===== config.mk =====
export PLATFORM = sky130hd
export DESIGN_NAME = router_ingress
export DESIGN_NICKNAME = d
export VERILOG_FILES = /design/src/rtl/router_pkg.sv /design/src/rtl/ingress_arb.sv /design/src/rtl/item_fifo.sv /design/src/rtl/serial_rx.sv /design/src/rtl/router_ingress.sv
export SDC_FILE = /design/constraint.sdc
export NUM_CORES = 1
export LEC_CHECK = 0
export ABC_AREA = 1
export BUFFER_PORTS_ARGS = -buffer_cell sky130_fd_sc_hd__buf_2
export CORE_UTILIZATION = 40
export CTS_CLUSTER_SIZE = 14
export DETAILED_ROUTE_END_ITERATION = 7
export MAX_ROUTING_LAYER = met4
export PLACE_DENSITY = 0.64
export SLEW_MARGIN = 20
export SYNTH_ARGS = -nofsm -noshare
export SYNTH_HDL_FRONTEND = slang
export SYNTH_HIERARCHICAL = 1
export SYNTH_SLANG_ARGS = --single-unit

===== constraint.sdc =====
create_clock -name clk -period 8 [get_ports clk]
set_input_delay 0.4 -clock clk [delete_from_list [all_inputs] [get_ports clk]]
set_output_delay 0.4 -clock clk [all_outputs]
set_load 0.1 [all_outputs]

===== src/rtl/router_pkg.sv =====
// Shared definitions for the router ingress path: direction indices and receiver states.
// Latency: n/a (package only).
// Backpressure: n/a (package only).
package router_pkg;

  localparam int DIRECTIONS   = 5;
  localparam int DIR_N        = 0;
  localparam int DIR_S        = 1;
  localparam int DIR_E        = 2;
  localparam int DIR_W        = 3;
  localparam int DIR_L        = 4;
  localparam int DEFAULT_SIZE = 8;

  typedef enum logic [1:0] {
    RX_IDLE = 2'd0,
    RX_RECV = 2'd1,
    RX_HOLD = 2'd2
  } rx_state_t;

endpackage


===== src/rtl/ingress_arb.sv =====
// Picks at most one held receiver item per cycle for the shared FIFO.
// Latency: combinational grant; build option RR_ARB_EN adds a last-grant register (round-robin).
// Backpressure: full=1 blocks every grant; losers keep their items in their receivers.
// Ports: valid/items from the five receivers, full from the FIFO side;
//        write/item_out to the FIFO, one-hot item_read back to the winner.
module ingress_arb
  import router_pkg::*;
#(
  parameter int SIZE = DEFAULT_SIZE
) (
`ifdef RR_ARB_EN
  input  logic                             clk,
  input  logic                             reset,
`endif
  input  logic [DIRECTIONS-1:0]            valid,
  input  logic [DIRECTIONS-1:0][SIZE-1:0]  items,
  input  logic                             full,
  output logic                             write,
  output logic [SIZE-1:0]                  item_out,
  output logic [DIRECTIONS-1:0]            item_read
);

  localparam int SW = $clog2(DIRECTIONS);

  logic          found;
  logic [SW-1:0] sel;

`ifdef RR_ARB_EN
  logic [SW-1:0] last_q;
  int            idx;

  // Search starts just after the previous winner so every port gets a turn.
  always_comb begin
    found = 1'b0;
    sel   = '0;
    idx   = 0;
    for (int k = 1; k <= DIRECTIONS; k++) begin
      idx = (int'(last_q) + k) % DIRECTIONS;
      if (!found && valid[idx]) begin
        found = 1'b1;
        sel   = SW'(idx);
      end
    end
  end

  always_ff @(posedge clk or posedge reset) begin
    if (reset)      last_q <= SW'(DIR_L);
    else if (write) last_q <= sel;
  end
`else
  // Fixed priority: lowest index (north) wins.
  always_comb begin
    found = 1'b0;
    sel   = '0;
    for (int i = DIR_N; i < DIRECTIONS; i++) begin
      if (!found && valid[i]) begin
        found = 1'b1;
        sel   = SW'(i);
      end
    end
  end
`endif

  always_comb begin
    write     = 1'b0;
    item_out  = '0;
    item_read = '0;
    if (!full && found) begin
      write          = 1'b1;
      item_out       = items[sel];
      item_read[sel] = 1'b1;
    end
  end

endmodule


===== src/rtl/item_fifo.sv =====
// Circular first-word-fall-through FIFO of SIZE-bit items, DEPTH entries (power of two).
// Latency: a written item is visible at item_out the cycle after the write edge.
// Backpressure: full when DEPTH items held; a write is still taken at full if a read frees a slot on the same edge.
// Ports: write/item_in push side; read pop side; item_out head; empty/full from the item count.
module item_fifo #(
  parameter int SIZE  = 8,
  parameter int DEPTH = 8
) (
  input  logic            clk,
  input  logic            reset,
  input  logic            write,
  input  logic [SIZE-1:0] item_in,
  input  logic            read,
  output logic [SIZE-1:0] item_out,
  output logic            empty,
  output logic            full
);

  localparam int AW = $clog2(DEPTH);

  logic [SIZE-1:0] mem [DEPTH];
  logic [AW-1:0]   rd_ptr, wr_ptr;
  logic [AW:0]     count;
  logic            rd_acc, wr_acc;

  assign empty    = (count == '0);
  assign full     = (count == (AW+1)'(DEPTH));
  assign rd_acc   = read && !empty;
  // A pop on the same edge frees the slot, so a full FIFO can still take a push.
  assign wr_acc   = write && (!full || rd_acc);
  assign item_out = mem[rd_ptr];

  always_ff @(posedge clk or posedge reset) begin
    if (reset) begin
      for (int i = 0; i < DEPTH; i++) mem[i] <= '0;
      rd_ptr <= '0;
      wr_ptr <= '0;
      count  <= '0;
    end else begin
      if (wr_acc) begin
        mem[wr_ptr] <= item_in;
        wr_ptr      <= wr_ptr + 1'b1;
      end
      if (rd_acc) rd_ptr <= rd_ptr + 1'b1;
      case ({wr_acc, rd_acc})
        2'b10:   count <= count + 1'b1;
        2'b01:   count <= count - 1'b1;
        default: count <= count;
      endcase
    end
  end

endmodule


===== src/rtl/serial_rx.sv =====
// One serial channel receiver: start bit, then SIZE data bits LSB first, then hold until read.
// Latency: item valid the cycle after the last data bit is sampled.
// Backpressure: channel_busy stays high from after the start bit until the cycle after item_read.
// Ports: clk, reset (async, active-high); serial_in line; item_read from arbiter;
//        valid / parallel_out present the held item; channel_busy to the upstream sender.
module serial_rx
  import router_pkg::*;
#(
  parameter int SIZE = DEFAULT_SIZE
) (
  input  logic            clk,
  input  logic            reset,
  input  logic            serial_in,
  input  logic            item_read,
  output logic            valid,
  output logic            channel_busy,
  output logic [SIZE-1:0] parallel_out
);

  localparam int CW = (SIZE > 1) ? $clog2(SIZE) : 1;

  rx_state_t       state_q, state_d;
  logic [CW-1:0]   cnt_q;
  logic [SIZE-1:0] shreg_q;
  logic            busy_q;

  always_comb begin
    state_d = state_q;
    case (state_q)
      RX_IDLE: if (serial_in) state_d = RX_RECV;
      RX_RECV: if (cnt_q == CW'(SIZE - 1)) state_d = RX_HOLD;
      RX_HOLD: if (item_read) state_d = RX_IDLE;
      default: state_d = RX_IDLE;
    endcase
  end

  always_ff @(posedge clk or posedge reset) begin
    if (reset) begin
      state_q <= RX_IDLE;
      cnt_q   <= '0;
      shreg_q <= '0;
      busy_q  <= 1'b0;
    end else begin
      state_q <= state_d;
      cnt_q   <= (state_q == RX_RECV) ? cnt_q + 1'b1 : '0;
      // Data arrives LSB first, so shift in from the top.
      if (state_q == RX_RECV) shreg_q <= {serial_in, shreg_q[SIZE-1:1]};
      // Anything other than IDLE next cycle means the line must stay quiet.
      busy_q  <= (state_d != RX_IDLE);
    end
  end

  assign valid        = (state_q == RX_HOLD);
  assign channel_busy = busy_q;
  assign parallel_out = shreg_q;

endmodule


===== src/rtl/router_ingress.sv =====
// Mesh router receive side: five serial receivers, one arbiter, one shared FWFT item FIFO.
// Latency: last data bit at edge T -> written at T+1 -> visible at fifo_item_out after T+1.
// Backpressure: rx_busy per channel; held items wait while the FIFO is full. Build option RR_ARB_EN selects round-robin.
// Ports: clk, reset (async, active-high); rx_data[4:0] serial lines (N,S,E,W,L); rx_busy[4:0];
//        fifo_item_out / fifo_empty / fifo_full head status; fifo_read pops the head.
module router_ingress
  import router_pkg::*;
#(
  parameter int SIZE     = DEFAULT_SIZE,
  parameter int DEPTH    = 8,
  parameter int ROUTERID = -1
) (
  input  logic                  clk,
  input  logic                  reset,
  input  logic [DIRECTIONS-1:0] rx_data,
  output logic [DIRECTIONS-1:0] rx_busy,
  output logic [SIZE-1:0]       fifo_item_out,
  output logic                  fifo_empty,
  output logic                  fifo_full,
  input  logic                  fifo_read
);

  logic [DIRECTIONS-1:0]           rx_valid;
  logic [DIRECTIONS-1:0][SIZE-1:0] rx_items;
  logic [DIRECTIONS-1:0]           item_read;
  logic                            arb_write;
  logic [SIZE-1:0]                 arb_item;
  logic                            arb_full;

  for (genvar g = 0; g < DIRECTIONS; g++) begin : g_rx
    serial_rx #(.SIZE(SIZE)) u_rx (
      .clk          (clk),
      .reset        (reset),
      .serial_in    (rx_data[g]),
      .item_read    (item_read[g]),
      .valid        (rx_valid[g]),
      .channel_busy (rx_busy[g]),
      .parallel_out (rx_items[g])
    );
  end

  // A full FIFO being popped this edge has room, so a held item moves in without a bubble.
  assign arb_full = fifo_full && !fifo_read;

  ingress_arb #(.SIZE(SIZE)) u_arb (
`ifdef RR_ARB_EN
    .clk       (clk),
    .reset     (reset),
`endif
    .valid     (rx_valid),
    .items     (rx_items),
    .full      (arb_full),
    .write     (arb_write),
    .item_out  (arb_item),
    .item_read (item_read)
  );

  item_fifo #(.SIZE(SIZE), .DEPTH(DEPTH)) u_fifo (
    .clk      (clk),
    .reset    (reset),
    .write    (arb_write),
    .item_in  (arb_item),
    .read     (fifo_read),
    .item_out (fifo_item_out),
    .empty    (fifo_empty),
    .full     (fifo_full)
  );

  a_one_grant: assert property (@(posedge clk) disable iff (reset) $onehot0(item_read))
    else $error("router_ingress %0d: more than one receiver granted", ROUTERID);

endmodule


=== Word level (Yosys, flattened, before mapping) ===
Index checks and enable logic that the tools add are counted.

* $add $sub $neg: 9
* Magnitude comparators: 5
* Equality and inequality tests: 18
* Multiplexer cells: 48
* Bitwise logic cells: 2
* Reductions and logical operators: 31

{| class="wikitable"
|+ Operators with widths
! cell !! count
|-
| $bwmux 64 || 1
|-
| $bmux 8 s3 || 2
|-
| $mux 8 || 5
|-
| $mux 2 || 17
|-
| $pmux 2 s3 || 5
|-
| $demux 8 s3 || 1
|-
| $add 3x1->3 const B || 7
|-
| $mux 3 || 6
|-
| $eq 3x3->1 const B || 5
|-
| $eq 2x1->1 const B || 6
|-
| $eq 2x2->1 const B || 6
|-
| $reduce_bool 2->1 || 6
|-
| $logic_and 1x1->1 || 10
|-
| $logic_not 2->1 || 5
|-
| $ge 4x4->1 const B || 2
|-
| $logic_not 1->1 || 8
|-
| $mux 1 || 8
|-
| $not 3->4 || 2
|-
| $pmux 4 s2 || 1
|-
| $mux 5 || 1
|-
| $add 4x1->4 const B || 1
|-
| $eq 4x4->1 const B || 1
|-
| $logic_not 4->1 || 1
|-
| $lt 3x4->1 const B || 1
|-
| other kinds (5) || 5
|}

* Register bits: 144
* Bits of input ports: 8
* Output and inout port bits: 15

=== Depth between registers and ports, before layout ===
Gate-level depths: netlist (run 1).

* Word-level depth: 22
* Mapped depth: 18

=== By module ===
Netlist (run 1), hierarchy kept.

{| class="wikitable"
|+ By module, submodules not included
! module !! times used !! cells each !! area each (µm²)
|-
| item_fifo || 1 || 521 || 4021.4
|-
| serial_rx || 5 || 61 || 568.0
|-
| ingress_arb || 1 || 115 || 521.8
|-
| router_ingress || 1 || 2 || 10.0
|}

=== Worst setup path before layout (run 1) ===
OpenSTA, ideal clock, no wires.

* Path kind: flip-flop to flip-flop
* Start point: register u_fifo.count[0]
* End point: register u_fifo.count[3]
* Setup time: 116 ps
* Arrival: 5415 ps
* Setup slack: 2468 ps
* Cell stages (with the launch flop): 16
* Path buffers: 1
* Path through: dfrtp_1 nor4_1 inv_1 nor2_2 inv_1 nand2_1 nand2_1 buf_4 nand2_1 ha_1 ha_1 or2_2 nand3_1 nand2_1 nand2_1 nand2_1

* Longest elaborated chain between the ends: 8

{| class="wikitable"
|+ RTL lines
! item !! RTL line !! RTL
|-
| from (decl) || item_fifo.sv:23 || <nowiki>logic [AW:0] count;</nowiki>
|-
| from (signal assigned) || item_fifo.sv:46 || <nowiki>2'b10: count <= count + 1'b1;</nowiki>
|-
| from (signal assigned) || item_fifo.sv:47 || <nowiki>2'b01: count <= count - 1'b1;</nowiki>
|-
| from (signal assigned) || item_fifo.sv:48 || <nowiki>default: count <= count;</nowiki>
|-
| $eq 4x4->1 * || item_fifo.sv:27 || <nowiki>assign full = (count == (AW+1)'(DEPTH));</nowiki>
|-
| via fifo_full || router_ingress.sv:19 || <nowiki>output logic fifo_full,</nowiki>
|-
| $logic_and 1x1->1 * || router_ingress.sv:43 || <nowiki>assign arb_full = fifo_full && !fifo_read;</nowiki>
|-
| via arb_full || router_ingress.sv:28 || <nowiki>logic arb_full;</nowiki>
|-
| $logic_not 1->1 * || ingress_arb.sv:68 || <nowiki>if (!full && found) begin</nowiki>
|-
| $logic_and 1x1->1 * || ingress_arb.sv:68 ||
|-
| $mux 1 * || ingress_arb.sv:68 ||
|-
| via arb_write || router_ingress.sv:26 || <nowiki>logic arb_write;</nowiki>
|-
| $logic_and 1x1->1 * || item_fifo.sv:30 || <nowiki>assign wr_acc = write && (!full || rd_acc);</nowiki>
|-
| $eq 2x1->1 / $eq 2x2->1 (equally long branches) || item_fifo.sv:45 || <nowiki>case ({wr_acc, rd_acc})</nowiki>
|-
| $pmux 4 s2 / $reduce_bool 2->1 (equally long branches) || n/a ||
|}

Mark *: on every way through the listed nets, which the timed path passes. The rest lies on a longest branch.
A chain may end at the register's enable or synchronous reset.

=== Worst setup path in the final report (run 1) ===
* Start point: register g_rx[0].u_rx.state_q[1]
* End point: register u_fifo.count[3]

* Longest elaborated chain between the ends: 19

{| class="wikitable"
|+ RTL lines
! item !! RTL line !! RTL
|-
| from (decl) || serial_rx.sv:22 || <nowiki>rx_state_t state_q, state_d;</nowiki>
|-
| from (signal assigned) || serial_rx.sv:44 || <nowiki>state_q <= state_d;</nowiki>
|-
| $eq 2x2->1 * || serial_rx.sv:53 || <nowiki>assign valid = (state_q == RX_HOLD);</nowiki>
|-
| via rx_valid[0] || router_ingress.sv:23 || <nowiki>logic [DIRECTIONS-1:0] rx_valid;</nowiki>
|-
| $mux 1 * || ingress_arb.sv:56 || <nowiki>if (!found && valid[i]) begin</nowiki>
|-
| $logic_not 1->1 || ingress_arb.sv:56 ||
|-
| $logic_and 1x1->1 || ingress_arb.sv:56 ||
|-
| $mux 1 * || ingress_arb.sv:56 ||
|-
| $logic_not 1->1 || ingress_arb.sv:56 ||
|-
| $logic_and 1x1->1 || ingress_arb.sv:56 ||
|-
| [... 5 more ...] || n/a ||
|-
| $logic_and 1x1->1 || ingress_arb.sv:56 ||
|-
| $mux 1 * || ingress_arb.sv:56 ||
|-
| $logic_and 1x1->1 * || ingress_arb.sv:68 ||
|-
| $mux 1 * || ingress_arb.sv:68 ||
|-
| via arb_write || router_ingress.sv:26 ||
|-
| $logic_and 1x1->1 * || item_fifo.sv:30 ||
|-
| $eq 2x1->1 / $eq 2x2->1 (equally long branches) || item_fifo.sv:45 ||
|-
| $pmux 4 s2 / $reduce_bool 2->1 (equally long branches) || n/a ||
|}

Marks and branches as above.

==> qor.yml, run 1 <==
yosysTopAreaCell: "dfrtp_1"
slew_headroom_pct: 35.3
drt_first_pass_iters: 5
path_max_fanout: 75
clockBufferDepth: 2
reg2regPathDepth: 15
start_util_pct: 41.0
reg2reg_from: "g_rx[0].u_rx/state_q[1]"
multi_input_area_um2: 3230
fillers: 1833
yosysSeqAreaShare_pct: 48.7
antenna_found_initial: 0
die_y_um: 138
cts_repair_resize_count: 0
gp_congestion: 0.812
ys.flop_type: "dfrtp_1"
p_per_area_nw_per_um2: 402
drtIter0Drc: 487
hold_viol: 0
arrival_ns: 3.69
rrSetupSlack_ns: 4.63
critical_path_class: "flip-flop to flip-flop"
layout_common_cells: "388 x nand2_1, 144 x dfrtp_1, 82 x nor2_1"
finalWirelength_um: 17000
rsz0062_at_grt: "no"
timing.hold.ws_ns: 0.103
diodes: 0
synth_area_leaders: "dfrtp_1 49%, nand2_1 20%, nand4_1 5.5%"
hold_path.class: "input pin to asynchronous set/reset pin"
status: "complete, no violations"
rows: 49
cts_tree: "built"
final.setup_skew_ns: 0.00790
htreeDepth: 4
vias_per_cell: 5.03
yosys_warnings: 6
syn_area_per_cell_um2: 7.84
port_buffers: 22
end_kind: "flip-flop"
crit_path_start_kind: "flip-flop"
core_area_um2: 18000
grt_max_degree: 76
setup_tns_ns: 0
grt_busiest_layer: "met2"
fin_crit_sh_pct: 42.2
dieArea_um2: 19000
vdd_drop_max_mv: 0.452
finalSetupViolations: 0
final_common_cell: "nand2_1"
syn_to_final_growth_pct: 9.78
drc_errors: 0
netlist_instances: 943
drv_cap: 0
synth_edf_count: 0
required_ns: 8.32
leakage_nw: 4.33
grt_pass1_vias: 5711
fin_nets: 971
grt_first_pass_wirelength_um: 28600
hold_buffers: 0
post_cts_buffers: 0
power_mw: 3.26
pre_cts_ws_ns: 4.67
fmax_ghz: 0.296
root_buffer: "clkbuf_16"
fin_ws_ns: 4.63
clk_latency_ns: 0.42
antenna_left: 0
grt_use_met2_pct: 31.7
syn_nets: 967
track_usage_pct: 20.2
crit_start: "g_rx[0].u_rx/state_q[1]"
num_vias: 5983
drive_above_1_share_pct: 12.0
worstMarginPinSlew_ns: 0.970
use_met3_pct: 4.46
internal_power_mw: 1.75
async_flop_share_pct: 100
globalRouteOverflowTotal: 0
fin_cells: 1189
synthesis.area_um2: 7390
synth_cell_types: 31
layout_min_cycle_time_ns: 3.37
cts_sinks: 144
num_io_pins: 23
final-seq-area_um2: 3600
synth_seq_cells: 144
switching_power_mw: 1.51
dp_cells: 1157
pwr-share-comb_pct: 41.1
yosysTopAreaCellShare_pct: 48.7
power_frac_seq_pct: 34.8
maxSlewViolCount: 0
post-dp-hpwl_um: 11100
p_clk_share_pct: 24.1
avgRoutedWirePerCell_um: 14.3
clk_pin_slew_ns: 0.06
use_met1_pct: 25.5
die_w_um: 138
cts-buffers-inserted: 17
swShare_pct: 46.3
-- through the flow --
stage,util (%),cell area (um^2)
after floorplan,-,7390
final,45.0,8120
after detailed placement,41.8,7540
after global routing,45.0,8120
after global placement,41.8,7540
after CTS,45.0,8120
-- routing by layer --
metal | vias up | wire (um)
li1 | 3001 | -
met1 | 2822 | 7850
met2 | 133 | 7990
met3 | 27 | 749
met4 | 0 | 377
met5 | - | 0
-- power by group through the flow --
stage               Sequential, mW  Combinational, mW  Clock, mW
floorplan                     1.13               1.12          0
global placement              1.14               1.33          0
detailed placement            1.15               1.35          0
CTS                           1.13               1.35      0.801
global route                  1.16               1.51      0.836
finish                        1.13               1.34      0.786
-- registers in the layout, summed over array words and instances, names as in the netlist --
register                cells
g_rx.u_rx/channel_busy      5
g_rx.u_rx/cnt_q            15
g_rx.u_rx/parallel_out     40
g_rx.u_rx/state_q          10
u_fifo/count                4
u_fifo/mem                 64
u_fifo/rd_ptr               3
u_fifo/wr_ptr               3
-- worst paths after layout --
kind,end
worst min-delay path,g_rx[3].u_rx/parallel_out[7]
worst max-delay path,u_fifo/count[3]
worst min register to register,g_rx[1].u_rx/cnt_q[0]
max in group asynchronous,u_fifo/mem[41]
min in group clk,g_rx[2].u_rx/parallel_out[7]
worst max register to register,u_fifo/count[3]
-- Yosys cell counts (4+ instances only) --
| master | n |
|---|---|
| buf_2 | 16 |
| buf_6 | 13 |
| clkbuf_1 | 4 |
| dfrtp_1 | 144 |
| ha_1 | 15 |
| inv_1 | 54 |
| inv_2 | 17 |
| nand2_1 | 389 |
| nand2_2 | 16 |
| nand3_1 | 35 |
| nand3b_1 | 7 |
| nand4_1 | 65 |
| nor2_1 | 82 |
| nor2_2 | 5 |
| nor2_4 | 14 |
| o21ai_0 | 16 |
| o21ai_1 | 28 |
-- cells by family (layout without fill, tap and decap cells) --
| group | Yosys count | after routing | synth area share, % |
|---|---|---|---|
| flops | 144 | 144 | 48.7 |
| fa+ha+maj | 16 | 16 | 2.81 |
| buf+inv | 113 | 130 | 7.56 |
| xor+xnor | 5 | 5 | 0.592 |
| simple gates | 620 | 620 | 37.2 |
| compound gates | 45 | 45 | 3.10 |
-- final cells by class --
type | instances | share of cell area [%]
Clock inverter | 12 | 1.65
Sequential cell | 144 | 44.4
Inverter | 72 | 3.36
Tap cell | 229 | 3.53
Clock buffer | 20 | 5.50
Multi-Input combinational cell | 686 | 39.8
Timing Repair Buffer | 26 | 1.73
-- critical path, stage by stage (launching register included) --
cell     delay, ns
dfrtp_1       0.40
inv_2         0.07
nor2_1        0.29
nor2_4        0.15
nand2_1       0.12
nand2_1       0.08
nand2_2       0.06
buf_4         0.57
nand2_1       0.30
ha_1          0.33
ha_1          0.34
or2_2         0.29
nand3_1       0.08
nand2_1       0.05
nand2_1       0.05
nand2_1       0.04
Power figures use the tool's default switching activity.
==> run 2: changes to the inputs <==
==> constraint.sdc (replaced) <==
create_clock -name clk -period 3.2 [get_ports clk]
set_input_delay 0.16 -clock clk [delete_from_list [all_inputs] [get_ports clk]]
set_output_delay 0.16 -clock clk [all_outputs]
set_load 0.1 [all_outputs]
==> qor.yml, run 2 (same netlist as run 1, synthesis figures left out) <==
path_common_cell: "nand2_1"
critical_path_class: "flip-flop to flip-flop"
track_usage_pct: 20.5
final_common_cell: "nand2_1"
cts-buffers-inserted: 17
dieArea_um2: 19000
antenna_left: 0
clockBufferDepth: 2
rrSetupSlack_ns: 0.74
grt_first_pass_wirelength_um: 28900
fillers: 1787
layout_min_cycle_time_ns: 2.46
finalWirelength_um: 17400
leakage_nw: 4.37
critPathSlowestCell: "dfrtp_1"
dp_cells: 1164
die_w_um: 138
slew_headroom_pct: 54.4
num_io_pins: 23
grt_pass1_vias: 5651
start_util_pct: 41.0
maxSlewViolCount: 0
drtIter0Drc: 498
vias_per_cell: 4.95
arrival_ns: 2.77
drc_errors: 0
fin_cells: 1197
largest-register: "u_fifo/mem"
final.setup_skew_ns: 0.0105
p_per_area_nw_per_um2: 1000
clk_pin_slew_ns: 0.06
layout_common_cells: "386 x nand2_1, 144 x dfrtp_1, 82 x nor2_1"
diodes: 0
finalInstanceArea_um2: 8240
max_stage_delay_ns: 0.46
holdPathStages: 3
multi_input_area_um2: 3290
rsz0062_at_grt: "no"
worst-path-stages: 14
globalRouteOverflowTotal: 0
hold_path_end: "g_rx[2].u_rx/parallel_out[7]"
drv_cap: 0
critical-path-top-delay-family: "simple AND/OR/NAND/NOR gates"
antenna_found_initial: 0
clk_latency_ns: 0.42
drive_above_1_share_pct: 13.4
root_buffer: "clkbuf_16"
path_buf_inv: 2
drt_first_pass_iters: 5
num_vias: 5921
worstMarginPinSlew_ns: 0.684
cts_tree: "built"
final-seq-area_um2: 3600
htreeDepth: 4
status: "complete, no violations"
reg2regPathDepth: 14
die_y_um: 138
cts_sinks: 144
post-dp-hpwl_um: 11500
hold_path.class: "input pin to flip-flop"
path_cells: "nor4_4 -> inv_1 -> nor2_2 -> inv_1 -> nand2_1 -> nand2_2 -> nand2_4 -> ha_4 -> ha_4 -> or2_4 -> nand3_2 -> nand2_1 -> nand2_1 -> nand2_1"
grt_max_degree: 75
fin_nets: 979
fin_crit_sh_pct: 76.8
placed_cell_area_um2: 7660
port_buffers: 22
setup_tns_ns: 0
core_area_um2: 18000
avgRoutedWirePerCell_um: 14.5
cts_repair_resize_count: 0
post_cts_buffers: 0
gp_congestion: 0.824
vdd_drop_max_mv: 0.976
finalSetupViolations: 0
fmax_ghz: 0.407
min-delay-start: "rx_data[2]"
largest_reg_flops: 64
crit_path_start_kind: "flip-flop"
syn_to_final_growth_pct: 11.4
rows: 49
end_kind: "flip-flop"
path_max_fanout: 6
hold_viol: 0
required_ns: 3.51
reg2reg_from: "u_fifo/count[1]"
worst_r2r_endpoint: "u_fifo/count[3]"
[run 2: worst max path at each step]
stage	from	to	slack (ns)
after global routing	u_fifo/count[3]	u_fifo/count[3]	0.58
after floorplan	u_fifo/count[1]	u_fifo/count[3]	-0.02
after detailed placement	u_fifo/count[3]	u_fifo/count[3]	0.81
after global placement	u_fifo/count[1]	u_fifo/count[3]	0.85
final	u_fifo/count[1]	u_fifo/count[3]	0.74
after CTS	u_fifo/count[1]	u_fifo/count[3]	0.76
[run 2: timing repair]
action                                 CTS  global route
hold buffers                             1             0
endpoints found under the hold margin   96             0
setup endpoints to repair                0             0
[run 2: through the flow]
stage | hold slack, ns | setup slack, ns | total power, mW | util [%]
2_1_floorplan | 0.0492 | -0.0163 | 5.70 | -
3_3_place_gp | 0.316 | 0.845 | 6.28 | 42.5
3_5_place_dp | 0.317 | 0.809 | 6.34 | 42.5
4_1_cts | 0.0168 | 0.763 | 8.30 | 45.7
5_1_grt | 0.0324 | 0.584 | 8.86 | 45.7
6_report | 0.0259 | 0.741 | 8.24 | 45.7
[run 2: layer usage]
metal | wire length, um | vias up | GRT usage (%)
li1 | - | 3018 | -
met1 | 8270 | 2756 | 26.9
met2 | 8120 | 133 | 31.7
met3 | 829 | 14 | 4.61
met4 | 194 | 0 | 6.22
met5 | 0 | - | -
[run 2: area by class of cell]
type	instances	share of cell area (%)
multi-input combinational	686	40.0
clock buffer	19	5.25
timing repair buffer	34	2.61
clock inverter	13	1.64
sequential	144	43.7
tap	229	3.48
inverter	72	3.31
[run 2: worst register-to-register path: stages (launching register included)]
cell and delay, ns:
dfrtp_1 0.46, nor4_4 0.32, inv_1 0.08, nor2_2 0.23, inv_1 0.10, nand2_1 0.10, nand2_2 0.10, nand2_4 0.12
ha_4 0.19, ha_4 0.20, or2_4 0.23, nand3_2 0.07, nand2_1 0.05, nand2_1 0.05, nand2_1 0.04
[run 2: report_power, final]
group / switching [mW] / internal [mW] / total [mW]
clock: 0.781 / 1.15 / 1.93
sequential: 0.454 / 2.35 / 2.81
combinational: 2.57 / 0.927 / 3.50
total: 3.81 / 4.43 / 8.24
==> run 3: changes to the inputs <==
--- a/config.mk
+++ b/config.mk
@@ -11,7 +11,7 @@
 export CTS_CLUSTER_SIZE = 14
 export DETAILED_ROUTE_END_ITERATION = 7
 export MAX_ROUTING_LAYER = met4
-export PLACE_DENSITY = 0.64
+export PLACE_DENSITY = 0.66
 export SLEW_MARGIN = 20
 export SYNTH_ARGS = -nofsm -noshare
 export SYNTH_HDL_FRONTEND = slang
==> constraint.sdc (replaced) <==
create_clock -name clk -period 2.26 [get_ports clk]
set_input_delay 0.113 -clock clk [delete_from_list [all_inputs] [get_ports clk]]
set_output_delay 0.113 -clock clk [all_outputs]
set_load 0.1 [all_outputs]
==> qor.yml, run 3 (same netlist as run 1, synthesis figures left out) <==
arrival_ns: 2.46
root_buffer: "clkbuf_16"
diodes: 0
status: "complete, no violations"
path_max_fanout: 4
p_per_area_nw_per_um2: 1420
largest_reg_flops: 64
setup_tns_ns: 0
finalWirelength_um: 17300
drt_first_pass_iters: 6
htreeDepth: 4
start_util_pct: 41.0
leakage_nw: 4.55
timing.hold.ws_ns: 0.0141
path_buf_inv: 2
required_ns: 2.58
path_common_cell: "nand2_1"
cts-buffers-inserted: 17
critical-path-top-delay-family: "simple AND/OR/NAND/NOR gates"
drv_cap: 0
end_kind: "flip-flop"
port_buffers: 22
dieArea_um2: 19000
postLayoutCoreUtil_pct: 48.0
finalSetupViolations: 0
critical_path_class: "flip-flop to flip-flop"
wl_met3_um: 881
rows: 49
num_vias: 6086
layout_min_cycle_time_ns: 2.14
die_y_um: 138
num_io_pins: 23
globalRouteOverflowTotal: 0
drive_above_1_share_pct: 15.8
fin_crit_sh_pct: 94.8
vdd_drop_max_mv: 1.79
fmax_ghz: 0.467
grt_pass1_vias: 5873
avgRoutedWirePerCell_um: 14.2
maxSlewViolCount: 0
core_area_um2: 18000
routed.top_layer: "met4"
layout_common_cells: "384 x nand2_1, 144 x dfrtp_1, 82 x nor2_1"
hold_path.class: "input pin to flip-flop"
post-dp-hpwl_um: 11600
hold_viol: 0
crit_path_start_kind: "flip-flop"
final_common_cell: "nand2_1"
largest-register: "u_fifo/mem"
drtIter0Drc: 468
syn_to_final_growth_pct: 17.1
fin_nets: 1003
drc_errors: 0
rsz0062_at_grt: "yes"
clk_latency_ns: 0.43
critPathSlowestCell: "dfrtp_1"
grt_max_degree: 75
grt_first_pass_wirelength_um: 29100
slew_headroom_pct: 63.0
die_w_um: 138
path_cells: "nor4_4 -> inv_1 -> nor2_2 -> inv_2 -> nand2_2 -> nand2_4 -> nand2_4 -> ha_4 -> ha_4 -> or2_4 -> nand3_2 -> nand2_1 -> nand2_1 -> nand2_1"
clockBufferDepth: 2
gp_congestion: 0.843
vias_per_cell: 4.98
track_usage_pct: 20.6
cts_sinks: 144
final.setup_skew_ns: 0.0110
wl_met1_um: 7970
antenna_found_initial: 0
worstMarginPinSlew_ns: 0.554
wl_met2_um: 8170
clk_pin_slew_ns: 0.06
antenna_left: 0
cts_tree: "built"
max_stage_delay_ns: 0.42
-- run 3: cell types whose count changed in the layout (fill, tap and decap cells not counted), sizes merged --
cell	before	now
dlygate4sd3	1	5
inv	76	73
clkinvlp	2	4
clkinv	5	6
buf	33	53
-- run 3: repair_timing --
item	in CTS	in global routing
hold buffers	5	0
resized for setup	0	7
hold endpoints to repair	96	0
endpoints found under the setup margin	0	43
buffers inserted	0	2
-- run 3: per-stage QoR --
stage / setup WS [ns] / instance area (um^2) / power [mW] / std cells
6_report: 0.118 / 8660 / 12.3 / 1221
5_1_grt: -0.0553 / 8660 / 13.2 / 1221
4_1_cts: 0.0414 / 8620 / 12.4 / 1219
3_5_place_dp: 0.0536 / 7980 / 9.53 / 1182
3_3_place_gp: 0.113 / 7980 / 9.43 / 1182
2_1_floorplan: -0.956 / 7480 / 8.09 / 943
-- run 3: area by class of cell --
cell class                 count  area, um^2
multi-input combinational    686        3320
inverter                      72         273
clock inverter                13         136
timing repair buffer          58         588
tap                          229         287
sequential                   144        3600
fill                        1734        9360
clock buffer                  19         453
-- run 3: worst paths after layout --
path | startpoint | to | slack [ns] | depth (start not counted)
min in group asynchronous | reset | g_rx[0].u_rx/cnt_q[2] | 0.36 | 3
setup reg to reg | u_fifo/count[0] | u_fifo/count[3] | 0.12 | 14
hold reg to reg | g_rx[0].u_rx/cnt_q[0] | g_rx[0].u_rx/cnt_q[0] | 0.43 | 1
setup / recovery | u_fifo/count[0] | u_fifo/count[3] | 0.12 | 14
max in group asynchronous | reset | u_fifo/mem[41] | 1.21 | 4
hold / removal | rx_data[4] | g_rx[4].u_rx/parallel_out[7] | 0.01 | 3
-- run 3: worst register-to-register path: cells and delay by family (launching register included) --
family / cells / cell delay [ns]
buffers and inverters: 2 / 0.15
flip-flops: 1 / 0.42
adder cells (fa/ha/maj): 2 / 0.36
AND/OR/NAND/NOR: 10 / 1.11
-- run 3: metal layers --
layer	global-route usage (%)	vias to the layer above
li1	-	3068
met1	26.7	2844
met2	31.7	149
met3	4.53	25
met4	7.07	0
met5	-	-
-- run 3: power by group --
part           total, mW  switching (mW)  internal [mW]
clock network       2.79            1.11           1.68
registers           3.94           0.612           3.33
logic               5.59            3.80           1.79
total               12.3            5.53           6.80
